--- src/rtl/bp_fb_sched_pkg.sv ---
// Shared definitions for the BHT feedback scheduler and the predictor.
// Holds the address type and index hash macros plus the queued entry layout.
// No logic: types and constants only.
`ifndef BP_UTILS_DEFS
`define BP_UTILS_DEFS
`define ADDR_TP   31:0
`define ADDR_HASH 9:2
`define TRUE      1'b1
`define FALSE     1'b0
`endif

package bp_fb_sched_pkg;

    localparam int ADDR_W = 32;

    // One resolved-branch outcome as stored in the feedback queue.
    typedef struct packed {
        logic              tk;
        logic [`ADDR_TP]   pc;
    } fb_entry_t;

    localparam int ENTRY_W = $bits(fb_entry_t);

endpackage

--- src/rtl/bp_fb_sched_fifo.sv ---
// Generic synchronous FIFO used as the feedback queue (module fb_fifo).
// Latency: a pushed word is visible at head the cycle after the push edge.
// Backpressure: caller must not push when full or pop when empty; clr empties it.
module fb_fifo #(
    parameter int W     = 33,
    parameter int DEPTH = 4,
    parameter int PTR_W = 2
) (
    input  logic             clk,
    input  logic             rst,
    input  logic             clr,
    input  logic             push,
    input  logic [W-1:0]     push_dat,
    input  logic             pop,
    output logic [W-1:0]     head_dat,
    output logic [PTR_W:0]   count
);

    logic [W-1:0]   mem_q [DEPTH];
    logic [W-1:0]   mem_d [DEPTH];
    logic [PTR_W-1:0] wr_ptr_q, wr_ptr_d;
    logic [PTR_W-1:0] rd_ptr_q, rd_ptr_d;
    logic [PTR_W:0]   count_q, count_d;

    // Next-state: pointers wrap naturally at DEPTH, occupancy tracked separately.
    always_comb begin
        mem_d    = mem_q;
        wr_ptr_d = wr_ptr_q;
        rd_ptr_d = rd_ptr_q;
        count_d  = count_q;
        if (clr) begin
            wr_ptr_d = '0;
            rd_ptr_d = '0;
            count_d  = '0;
        end else begin
            if (push) begin
                mem_d[wr_ptr_q] = push_dat;
                wr_ptr_d        = wr_ptr_q + 1'b1;
            end
            if (pop) begin
                rd_ptr_d = rd_ptr_q + 1'b1;
            end
            count_d = count_q + (PTR_W+1)'(push) - (PTR_W+1)'(pop);
        end
    end

    // Control state with synchronous reset.
    always_ff @(posedge clk) begin
        if (rst) begin
            wr_ptr_q <= '0;
            rd_ptr_q <= '0;
            count_q  <= '0;
        end else begin
            wr_ptr_q <= wr_ptr_d;
            rd_ptr_q <= rd_ptr_d;
            count_q  <= count_d;
        end
    end

    // Storage needs no reset: the consumer masks head while empty.
    always_ff @(posedge clk) begin
        mem_q <= mem_d;
    end

    assign head_dat = mem_q[rd_ptr_q];
    assign count    = count_q;

endmodule

--- src/rtl/bp_fb_sched.sv ---
// Feedback scheduler: round-robin two requesters into a queue feeding the BHT update port.
// Latency: accepted at edge E, fb_ena may assert in cycle E+1 (no bypass).
// Backpressure: reqN_rdy is a same-cycle grant; low when full, flushing, in reset or rdy low.
module bp_fb_sched
    import bp_fb_sched_pkg::*;
#(
    parameter int DEPTH    = 4,
    parameter int PTR_W    = 2,
    parameter int HOLD_MAX = 3
) (
    input  logic              clk,
    input  logic              rst,
    input  logic              rdy,
    input  logic              clr,
    input  logic              req0_vld,
    input  logic              req0_tk,
    input  logic [`ADDR_TP]   req0_pc,
    output logic              req0_rdy,
    input  logic              req1_vld,
    input  logic              req1_tk,
    input  logic [`ADDR_TP]   req1_pc,
    output logic              req1_rdy,
    input  logic [`ADDR_TP]   pd_pc,
    output logic              fb_ena,
    output logic              fb_tk,
    output logic [`ADDR_TP]   fb_pc,
    output logic [PTR_W:0]    q_cnt
);

    localparam int HOLD_W = $clog2(HOLD_MAX + 1);
    localparam logic [HOLD_W-1:0] HOLD_LIM = HOLD_W'(HOLD_MAX);
    localparam logic [PTR_W:0]    FULL_CNT = (PTR_W+1)'(DEPTH);

    logic              last_grant_q, last_grant_d;   // 1: req1 won the last push
    logic [HOLD_W-1:0] hold_cnt_q, hold_cnt_d;

    logic      can_push, grant0, grant1, push, pop, empty, collide;
    fb_entry_t push_ent, head_ent;

    // Only the hashed index bits of the lookup PC take part in the compare.
    logic      unused_pd_bits;
    assign unused_pd_bits = ^{pd_pc[31:10], pd_pc[1:0]};

    assign empty    = (q_cnt == '0);
    assign can_push = rdy & ~rst & ~clr & (q_cnt != FULL_CNT);

    // Tie goes to whoever did not win the last accepted push.
    assign grant0   = req0_vld & (~req1_vld | last_grant_q);
    assign grant1   = req1_vld & (~req0_vld | ~last_grant_q);
    assign req0_rdy = can_push & grant0;
    assign req1_rdy = can_push & grant1;
    assign push     = req0_rdy | req1_rdy;

    always_comb begin
        push_ent = '0;
        if (grant0) begin
            push_ent.tk = req0_tk;
            push_ent.pc = req0_pc;
        end else begin
            push_ent.tk = req1_tk;
            push_ent.pc = req1_pc;
        end
    end

    fb_fifo #(
        .W     (ENTRY_W),
        .DEPTH (DEPTH),
        .PTR_W (PTR_W)
    ) u_fifo (
        .clk      (clk),
        .rst      (rst),
        .clr      (clr & rdy),
        .push     (push),
        .push_dat (push_ent),
        .pop      (pop),
        .head_dat (head_ent),
        .count    (q_cnt)
    );

    // Defer while fetch is looking up the same BHT row, unless held too long.
    assign collide = ~empty & (head_ent.pc[`ADDR_HASH] == pd_pc[`ADDR_HASH]);
    assign fb_ena  = rdy & ~rst & ~clr & ~empty & (~collide | (hold_cnt_q == HOLD_LIM));
    assign pop     = fb_ena;
    assign fb_tk   = empty ? 1'b0 : head_ent.tk;
    assign fb_pc   = empty ? '0   : head_ent.pc;

    // Arbiter memory and starvation counter; everything frozen while rdy is low.
    always_comb begin
        last_grant_d = last_grant_q;
        hold_cnt_d   = hold_cnt_q;
        if (rdy) begin
            if (push) begin
                last_grant_d = req1_rdy;
            end
            if (clr || pop) begin
                hold_cnt_d = '0;
            end else if (collide && (hold_cnt_q < HOLD_LIM)) begin
                hold_cnt_d = hold_cnt_q + 1'b1;
            end
        end
    end

    // Reset makes req0 the winner of the first tie.
    always_ff @(posedge clk) begin
        if (rst) begin
            last_grant_q <= 1'b1;
            hold_cnt_q   <= '0;
        end else begin
            last_grant_q <= last_grant_d;
            hold_cnt_q   <= hold_cnt_d;
        end
    end

endmodule

--- config.mk ---
export PLATFORM = sky130hd
export DESIGN_NAME = bp_fb_sched
export DESIGN_NICKNAME = d
export VERILOG_FILES = /design/src/rtl/bp_fb_sched_pkg.sv /design/src/rtl/bp_fb_sched_fifo.sv /design/src/rtl/bp_fb_sched.sv
export SDC_FILE = /design/constraint.sdc
export NUM_CORES = 1
export LEC_CHECK = 0
export CORE_MARGIN = 5
export CORE_UTILIZATION = 45
export DETAILED_ROUTE_END_ITERATION = 6
export GPL_TIMING_DRIVEN = 0
export PLACE_DENSITY = 0.79
export SYNTH_ARGS = -nofsm -noshare
export SYNTH_HDL_FRONTEND = slang
export SYNTH_SLANG_ARGS = --single-unit
--- constraint.sdc ---
create_clock -name clk -period 3.07 [get_ports clk]
set_input_delay 0.614 -clock clk [delete_from_list [all_inputs] [get_ports clk]]
set_output_delay 0.614 -clock clk [all_outputs]
set_load 0.005 [all_outputs]
# After elaboration in Yosys (flattened, before gate mapping)
# Cells that the tools add are included.
# classes
n_mux	11
n_reduce_logical	9
n_addsub	5
bitwise	25
order_cmp	4
n_eq_ne	3
# op_table
operator	n
$bwmux 132	1
$mux 33	4
$bmux 33 s2	1
$demux 33 s2	1
$mux 32	1
$and 1x1->1	11
$eq 8x8->1	1
$not 1->1	8
$add 2x1->2 const B	3
$ge 3x3->1 const B	2
$not 2->3	2
$reduce_and 2->1	3
$mux 2	2
$or 1x1->1	4
$add 3x1->3	1
$logic_not 3->1	1
$lt 3x1->1 const B	1
$ne 3x3->1 const B	1
$sub 3x1->3	1
$eq 2x2->1 const B	1
$logic_and 1x1->1	2
$lt 2x2->1 const B	1
$reduce_bool 2->1	1
$reduce_or 2->1	1
other kinds (2)	2
# totals
output_inout_bits	39
inputBits	104
ff_bits	142

# Logic depth before layout (Yosys ltp)
# Gate-level depths: netlist of the first run.
# logic_depth
ltp_word	12
mapped_depth	12
depth_no_buf	11

# Cells and area by module
# Synthesis of the first run repeated with hierarchy kept, for this count alone.
# unflattened
hier_cells	327
hier_area_um2	6150.9
# by_module_without_submodules
mod	area_each_um2	seq_area_each_um2	cells_each	instances
fb_fifo	5223.8	4103.9	215	1
bp_fb_sched	927.1	60.1	112	1

# Worst setup path before layout of the first run
# No wires, ideal clock.
# synth_path
path_kind	reg2reg
start	register u_fifo.rd_ptr_q[0]
end	register u_fifo.count_q[2], in the netlist u_fifo.count[2]
synth_period_minus_slack_ns	3.049
arrival_time_ns	2.935
required_ns	2.955
path_buffers	1
setup_slack_ns	0.021
path_stages_with_launch	13
path_cell_list	dfxtp_1 -> buf_6 -> mux4_2 -> xnor2_1 -> nand2_1 -> a2111oi_4 -> nor3_1 -> ha_1 -> inv_1 -> ha_1 -> fa_1 -> xnor2_1 -> nor2_1
# synth_via
elab_chain_len	10
# synth_lines
item	line	text
start, declared	bp_fb_sched_fifo.sv:22	logic [PTR_W-1:0] rd_ptr_q, rd_ptr_d;
start signal, assigned	bp_fb_sched_fifo.sv:55	rd_ptr_q <= rd_ptr_d;
$not 2->3 (not written as such)	bp_fb_sched_fifo.sv:65	assign head_dat = mem_q[rd_ptr_q];
$bmux 33 s2	bp_fb_sched_fifo.sv:65	
$mux 33 (not written as such) (2 in a row)	bp_fb_sched_fifo.sv:65	
$eq 8x8->1	bp_fb_sched.sv:81	assign collide = ~empty & (head_ent.pc[`ADDR_HASH] == pd_pc[`ADDR_HASH]);
$and 1x1->1	bp_fb_sched.sv:81	
$not 1->1	bp_fb_sched.sv:82	assign fb_ena = rdy & ~rst & ~clr & ~empty & (~collide | (hold_cnt_q == HOLD_LIM));
$or 1x1->1	bp_fb_sched.sv:82	
$and 1x1->1	bp_fb_sched.sv:82	
net fb_ena	bp_fb_sched.sv:24	output logic fb_ena,
$sub 3x1->3	bp_fb_sched_fifo.sv:43	count_d = count_q + (PTR_W+1)'(push) - (PTR_W+1)'(pop);
end signal, assigned	bp_fb_sched_fifo.sv:56	count_q <= count_d;
end, declared	bp_fb_sched_fifo.sv:23	logic [PTR_W:0] count_q, count_d;
# The timed path passes the listed nets, and every way through them passes these cells. The select of a mux whose other input is x is not followed.
# A chain may end at the register's enable or synchronous reset.

# Final worst setup path of the first run
# layout_path
start	register u_fifo.rd_ptr_q[0]
end	register u_fifo.count_q[1], in the netlist u_fifo.count[1]
# layout_via
elab_chain_len	10
# layout_lines
item	line
$not 2->3 (not written as such)	bp_fb_sched_fifo.sv:65
$bmux 33 s2	bp_fb_sched_fifo.sv:65
$mux 33 (not written as such) (2 in a row)	bp_fb_sched_fifo.sv:65
$eq 8x8->1	bp_fb_sched.sv:81
$and 1x1->1	bp_fb_sched.sv:81
$not 1->1	bp_fb_sched.sv:82
$or 1x1->1	bp_fb_sched.sv:82
$and 1x1->1	bp_fb_sched.sv:82
$sub 3x1->3	bp_fb_sched_fifo.sv:43
# Every way passes these cells. The select of a mux whose other input is x is not followed.

==> results of run 1 <==
[power breakdown]
group | switching [W] | internal (W) | leakage (nW)
registers | 0.00000798 | 0.00215 | 1.27
clock network | 0.000681 | 0.00126 | 0.270
logic | 0.000155 | 0.000234 | 1.25
total | 0.000844 | 0.00365 | 2.80
[area by class of cell]
cell class	count	area, um2	area share (%)
sequential	142	4170	49.3
multi-input combinational	169	1940	22.9
timing repair buffer	136	1400	16.5
clock buffer	22	444	5.26
tap	176	220	2.61
buffer	14	126	1.50
clock inverter	9	119	1.41
inverter	11	41.3	0.489
[flip-flops by register name, summed over array words and instances (netlist names)]
| name | flops |
|---|---|
| u_fifo.mem_q | 132 |
| last_grant_q | 1 |
| u_fifo.wr_ptr_q | 2 |
| hold_cnt_q | 2 |
| u_fifo.count | 3 |
| u_fifo.rd_ptr_q | 2 |
[cells in the mapped netlist]
cell type  number
nor4_1          1
nand2_1         4
o211ai_1        1
and3_1          1
o22ai_1         1
buf_1           1
dfxtp_1        10
nor3b_1         1
a211oi_1        1
nand3_1         2
mux2i_1         6
o41ai_1         1
inv_1          11
a21o_1          1
mux2_2         33
mux4_2         31
nor3_1          2
nor2b_1        32
a211o_1         2
or3b_2          1
a2111oi_4       1
buf_2           3
xnor2_1         9
clkbuf_1        9
o31ai_1         1
a21oi_1         2
o21ai_1         1
a22oi_1         1
nand2b_1        2
a311oi_1        1
o21ai_0         1
buf_6           1
ha_1            7
a31oi_1         1
nor2_1         11
xor2_1          2
edfxtp_1      132
and2_1          6
or2_2           1
fa_1            1
[metrics by stage]
step / std cells / utilization, % / instance area (um2) / hold slack, ps
finish: 679 / 63.8 / 8450 / 515
global placement: 630 / 56.6 / 7500 / 461
CTS: 670 / 62.6 / 8290 / 523
global route: 679 / 63.8 / 8450 / 550
detailed placement: 634 / 57.3 / 7580 / 477
floorplan: 336 / - / 6100 / 445
[worst max-delay path by stage]
stage                        from                end  slack [ps]  cells past startpoint
6_report       u_fifo.rd_ptr_q[0]    u_fifo.count[1]          40                     11
5_1_grt        u_fifo.rd_ptr_q[0]    u_fifo.count[2]         -80                     12
4_1_cts        u_fifo.rd_ptr_q[0]    u_fifo.count[2]        -0.1                     12
3_5_place_dp             req1_vld           req0_rdy        -660                      6
3_3_place_gp                  rdy  u_fifo.mem_q[113]       -1200                      6
2_1_floorplan  u_fifo.rd_ptr_q[0]    u_fifo.count[2]          20                     12
[metal layers]
metal	track usage [%]	wire length (um)	vias to the layer above
met5	0	0	-
met2	27.1	6250	140
li1	-	-	1626
met4	4.86	118	0
met3	5.88	1060	13
met1	20.9	5380	1787
[what timing repair did]
action / 4_1_cts / 5_1_grt
gates cloned: 1 / 1
pin swaps: 3 / 5
resized for setup: 38 / 20
setup endpoints to repair: 126 / 44
buffers inserted: 4 / 8
hold endpoints to repair: 0 / 0
[tightest hold or removal path: stages, from the launching register on]
cell and delay [ps]:
dfxtp_1 330, inv_1 50, o21ai_0 80
[logic make-up after synthesis]
logic type,synth area share [%]
buffers and inverters,1.72
xor gates and xnor gates,1.58
muxes,18.5
and+or+nand+nor,5.93
DFF,68.3
AOI/OAI and AO/OA,2.18
adders and majority gates,1.76
==> results.md, run 1 <==
- R2R Path Start: u_fifo.rd_ptr_q[0]
- Achievable Freq: 0.330 GHz
- Worst slack, placed: -665 ps
- Slew Limit Fails: 0
- Outcome: complete, no violations
- Most common cell after layout, fill and taps aside: edfxtp_1
- Worst path required time: 3370 ps
- Max Fanout on Critical Path: 4
- Starting Density: 46.0%
- Grt total ovfl: 0
- Antenna Cells: 0
- Synth top area share: 65.0%
- # fillers: 936
- Reg2Reg Depth: 11
- Worst setup EP type: flip-flop
- Rel. slew slack: 60.9%
- Worst Hold Class: reg2reg
- Root buf cell: clkbuf_16
- Num rows: 42
- Leak: 2.80 nW
- Buf/Inv on CP: 2
- Gr usage total: 16.5%
- Clk buf depth: 2
- Worst reg2reg endpoint: u_fifo.count[1]
- Initial antenna violation count: 0
- Avg Cell Area, Syn: 18.1 um2
- H-tree depth: 4
- Mapped Nets: 448
- Global-route wire length before repair: 20.2 mm
- Largest net degree at the start of global routing: 23
- Number of distinct library cells after synthesis: 40
- Worst VDD drop: 0.000381 V
- Vias/cell: 5.25
- Worst-margin pin slew: 587 ps
- Final WS setup: 37.3 ps
- Starting DRT DRC Count: 227
- Sink Count: 142
- Synthesis Warnings: 0
- Fin crit share: 98.8%
- Nets@finish: 603
- Worst-path clk slew: 60 ps
- HPWL Detailed: 8.71 mm
- CP peak stage delay: 540 ps
- Drt pass-1 iters: 4
- Synthesized flop and latch total: 142
- Via Count: 3566
- Slowest CP cell: mux4_2
- Routed wire length: 12.8 mm
- Startpoint type of the worst setup path: flip-flop
- RD Place Congestion: 0.765
- Crit Path Category: reg2reg
- Port Buffers: 118
- Worst Hold End: last_grant_q
- Hold Vio Cnt, Final: 0
- # DRC: 0
- Pwr/cell area: 532 nW/um2
- Max_cap viols: 0
- Total Power: 0.00449 W
- Layout Area Growth over Synthesis: 38.6%
- Clock Skew: 10.9 ps
- Critical-path cell list: buf_6 > mux4_2 > xnor2_2 > nand2_1 > a2111oi_4 > nor3_2 > ha_1 > inv_1 > ha_2 > fa_2 > and2_1
- Vias in the first global route: 3909
- FF-to-FF setup slack: 40 ps
- Io pins: 143
- Synthesized cell area: 6100 um2
- Core footprint: 13200 um2
- Cell family with most CP delay: adder cells
- Post-DRT Antenna Nets: 0
- Hold Path Origin: last_grant_q
- CP arrival: 3330 ps
- Die width: 126 um
- Worst-Skew Late Latency: 400 ps
- Min cycle time layout: 3030 ps
- Worst hold stages: 2
- Synth area leaders: edfxtp_1 (65%), mux4_2 (11%), mux2_2 (6.1%)
- Post-synthesis cell count: 336
- Routed length per instance: 18.9 um
- Setup TNS: 0 ps
- RSZ-0062 raised after global routing: true
- Cell taking the most area after synthesis: edfxtp_1
- Die Y: 126 um
- Sequential element share of the synthesized area: 68.3%
- Layout cells sized above 1: 28.0%
- Final setup viols: 0
- Commonest cells after routing, fill and taps aside: edfxtp_1 (132), clkdlybuf4s50_1 (114), mux2_2 (33)
- CTS Hold Bufs: 0
- TritonCTS Buffers: 17
- Die ar.: 16000 um2
- TritonCTS clock tree: built
Note: power is estimated with default switching activity, not from simulation.
==> run 2, diff against run 1 <==
Settings changed: SETUP_SLACK_MARGIN from default to 0.05, SYNTH_HIERARCHICAL from default to 1.
==> results.md, run 2 <==
- Die ar.: 16100 um2
- # DRC: 0
- Commonest cells after routing, fill and taps aside: edfxtp_1 (132), clkdlybuf4s50_1 (117), mux2_2 (33)
- Clk buf depth: 2
- Ys async rst share: 0%
- Largest register FFs: 132
- Worst setup EP type: flip-flop
- Io pins: 143
- Gr usage total: 16.3%
- Die Y: 127 um
- Drt pass-1 iters: 4
- Slew Limit Fails: 0
- Worst VDD drop: 0.000241 V
- Min cycle time layout: 3070 ps
- Worst-Skew Late Latency: 400 ps
- Synthesized flop and latch total: 142
- TritonCTS Buffers: 17
- CP arrival: 3410 ps
- Port Buffers: 118
- Worst-path clk slew: 50 ps
- Avg Cell Area, Syn: 18.8 um2
- Most common cell after layout, fill and taps aside: edfxtp_1
- Outcome: complete, no violations
- Layout Area Growth over Synthesis: 34.4%
- Fin crit share: 99.9%
- Crit Path Category: reg2reg
- # fillers: 988
- Footprint of the multi-input gates: 1910 um2
- Worst-margin pin slew: 543 ps
- Leak: 2.77 nW
- Die width: 127 um
- Max Fanout on Critical Path: 8
- Achievable Freq: 0.326 GHz
- Sequential element share of the synthesized area: 67.7%
- HPWL Detailed: 8.27 mm
- Count leader, synth: edfxtp_1
- Number of distinct library cells after synthesis: 39
- Worst Hold Class: reg2reg
- Pint: 0.00345 W
- Synthesized cell area: 6150 um2
- Reg2Reg Depth: 14
- TritonCTS clock tree: built
- RD Place Congestion: 0.748
- Synth area leaders: edfxtp_1 (64%), mux4_2 (9.9%), mux2_2 (6.0%)
- Final WS setup: 3.30 ps
- Flop pwr share: 50.3%
- Nets@finish: 588
- Synth top area share: 64.4%
- R2R Path Start: u_fifo/rd_ptr_q[0]
- Sink Count: 142
- Final setup viols: 0
- Initial antenna violation count: 0
- Critical Path Start: u_fifo/rd_ptr_q[0]
- Global-route wire length before repair: 19.8 mm
- Total Power: 0.00429 W
- Core footprint: 13300 um2
- Num rows: 42
- Final core occ: 61.9%
- Cell taking the most area after synthesis: edfxtp_1
- Setup TNS: 0 ps
- Worst slack, placed: -410 ps
- Largest net degree at the start of global routing: 34
- Combinational share of power: 8.3%
- Top cells by count, synth: edfxtp_1 (132), and2_1 (35), mux2_2 (33)
- Hold Path Origin: hold_cnt_q[1]
- Clock Skew: 7.26 ps
- Hold Vio Cnt, Final: 0
- Antenna Cells: 0
- Synthesis Warnings: 6
- Via Count: 3414
- Post-synthesis cell count: 327
- Starting Density: 46.1%
- Post-DRT Antenna Nets: 0
- Pwr/cell area: 519 nW/um2
- Grt total ovfl: 0
- Sequential Area: 4170 um2
- Routed length per instance: 19.1 um
- Layout cells sized above 1: 27.5%
- Largest register by flop count: u_fifo/mem_q
- Worst hold stages: 2
- Worst path required time: 3410 ps
- Max_cap viols: 0
- Mapped Nets: 439
- Rel. slew slack: 63.8%
- Net Switching: 0.000835 W
- H-tree depth: 4
- Routed wire length: 12.7 mm
- Root buf cell: clkbuf_16
- Starting DRT DRC Count: 119
- RSZ-0062 raised after global routing: true
- Vias/cell: 5.15
- Switch share: 19.5%
- Main synth FF type: edfxtp_1
- EDFF count, synth: 132
- Startpoint type of the worst setup path: flip-flop
- Clock power share: 41.4%
- Vias in the first global route: 3750
- Fin Hold WS: 536 ps
## run 2: cell count changes in the layout (fill, tap and decap cells not counted), sizes merged, moves of 3 or more
cell / change
clkdlybuf4s50: +3
mux2i: -5
and2: +32
clkbuf: -5
nor2b: -30
nand2: -3
## run 2: final timing paths
kind / end / slack [ps]
max reg2reg: u_fifo/count[1] / 3
min: hold_cnt_q[1] / 540
min reg2reg: hold_cnt_q[1] / 540
max: u_fifo/count[1] / 3
## run 2: cell type report
type / instances / share of cell area (%)
inverters: 10 / 0.454
multi-input cells: 159 / 23.1
flip-flops and latches: 142 / 50.4
plain buffers: 16 / 1.82
clock buffers: 20 / 5.28
well taps: 176 / 2.66
clock inverters: 10 / 0.908
repair buffers: 130 / 15.4
## run 2: power groups by stage
stage                     Combinational, W  Clock, W  Sequential [W]
after floorplan                   0.000146         0         0.00219
after CTS                         0.000354   0.00181         0.00216
after detailed placement          0.000341         0         0.00220
after global routing              0.000385   0.00191         0.00216
final                             0.000355   0.00178         0.00216
after global placement            0.000331         0         0.00219
## run 2: per-stage QoR
| stage | instance area (um2) | cells |
|---|---|---|
| final | 8270 | 663 |
| after global routing | 8270 | 663 |
| after CTS | 8200 | 659 |
| after detailed placement | 7560 | 621 |
| after global placement | 7560 | 621 |
| after floorplan | 6150 | 327 |
## run 2: cell families after synthesis
family	share of synthesized area (%)
muxes	18.7
and+or+nand+nor	6.22
xor gates and xnor gates	1.81
DFF	67.7
AOI/OAI and AO/OA	1.10
adders and majority gates	1.75
buffers and inverters	2.77
## run 2: timing repair
item | 4_1_cts | 5_1_grt
hold buffers | 0 | 0
buffers inserted | 8 | 4
gates resized for setup | 16 | 14
setup endpoints to repair | 137 | 142
pin swaps | 8 | 7
## run 2: worst max-delay path, stage by stage (launching register included)
cell and delay (ps):
dfxtp_2 330, buf_8 110, buf_12 130, mux4_2 540, xnor2_2 170, and4_4 230
nand3b_1 120, and3_4 200, buf_6 120, ha_4 250, inv_2 40, ha_4 140
fa_2 530, inv_2 40, nor2_2 60
## run 2: metal layers
layer | GRT usage, % | vias up | wire length, um
li1 | - | 1577 | -
met4 | 5.49 | 0 | 144
met3 | 4.46 | 14 | 742
met2 | 27.5 | 115 | 6520
met1 | 20.4 | 1708 | 5290
met5 | 0 | - | 0
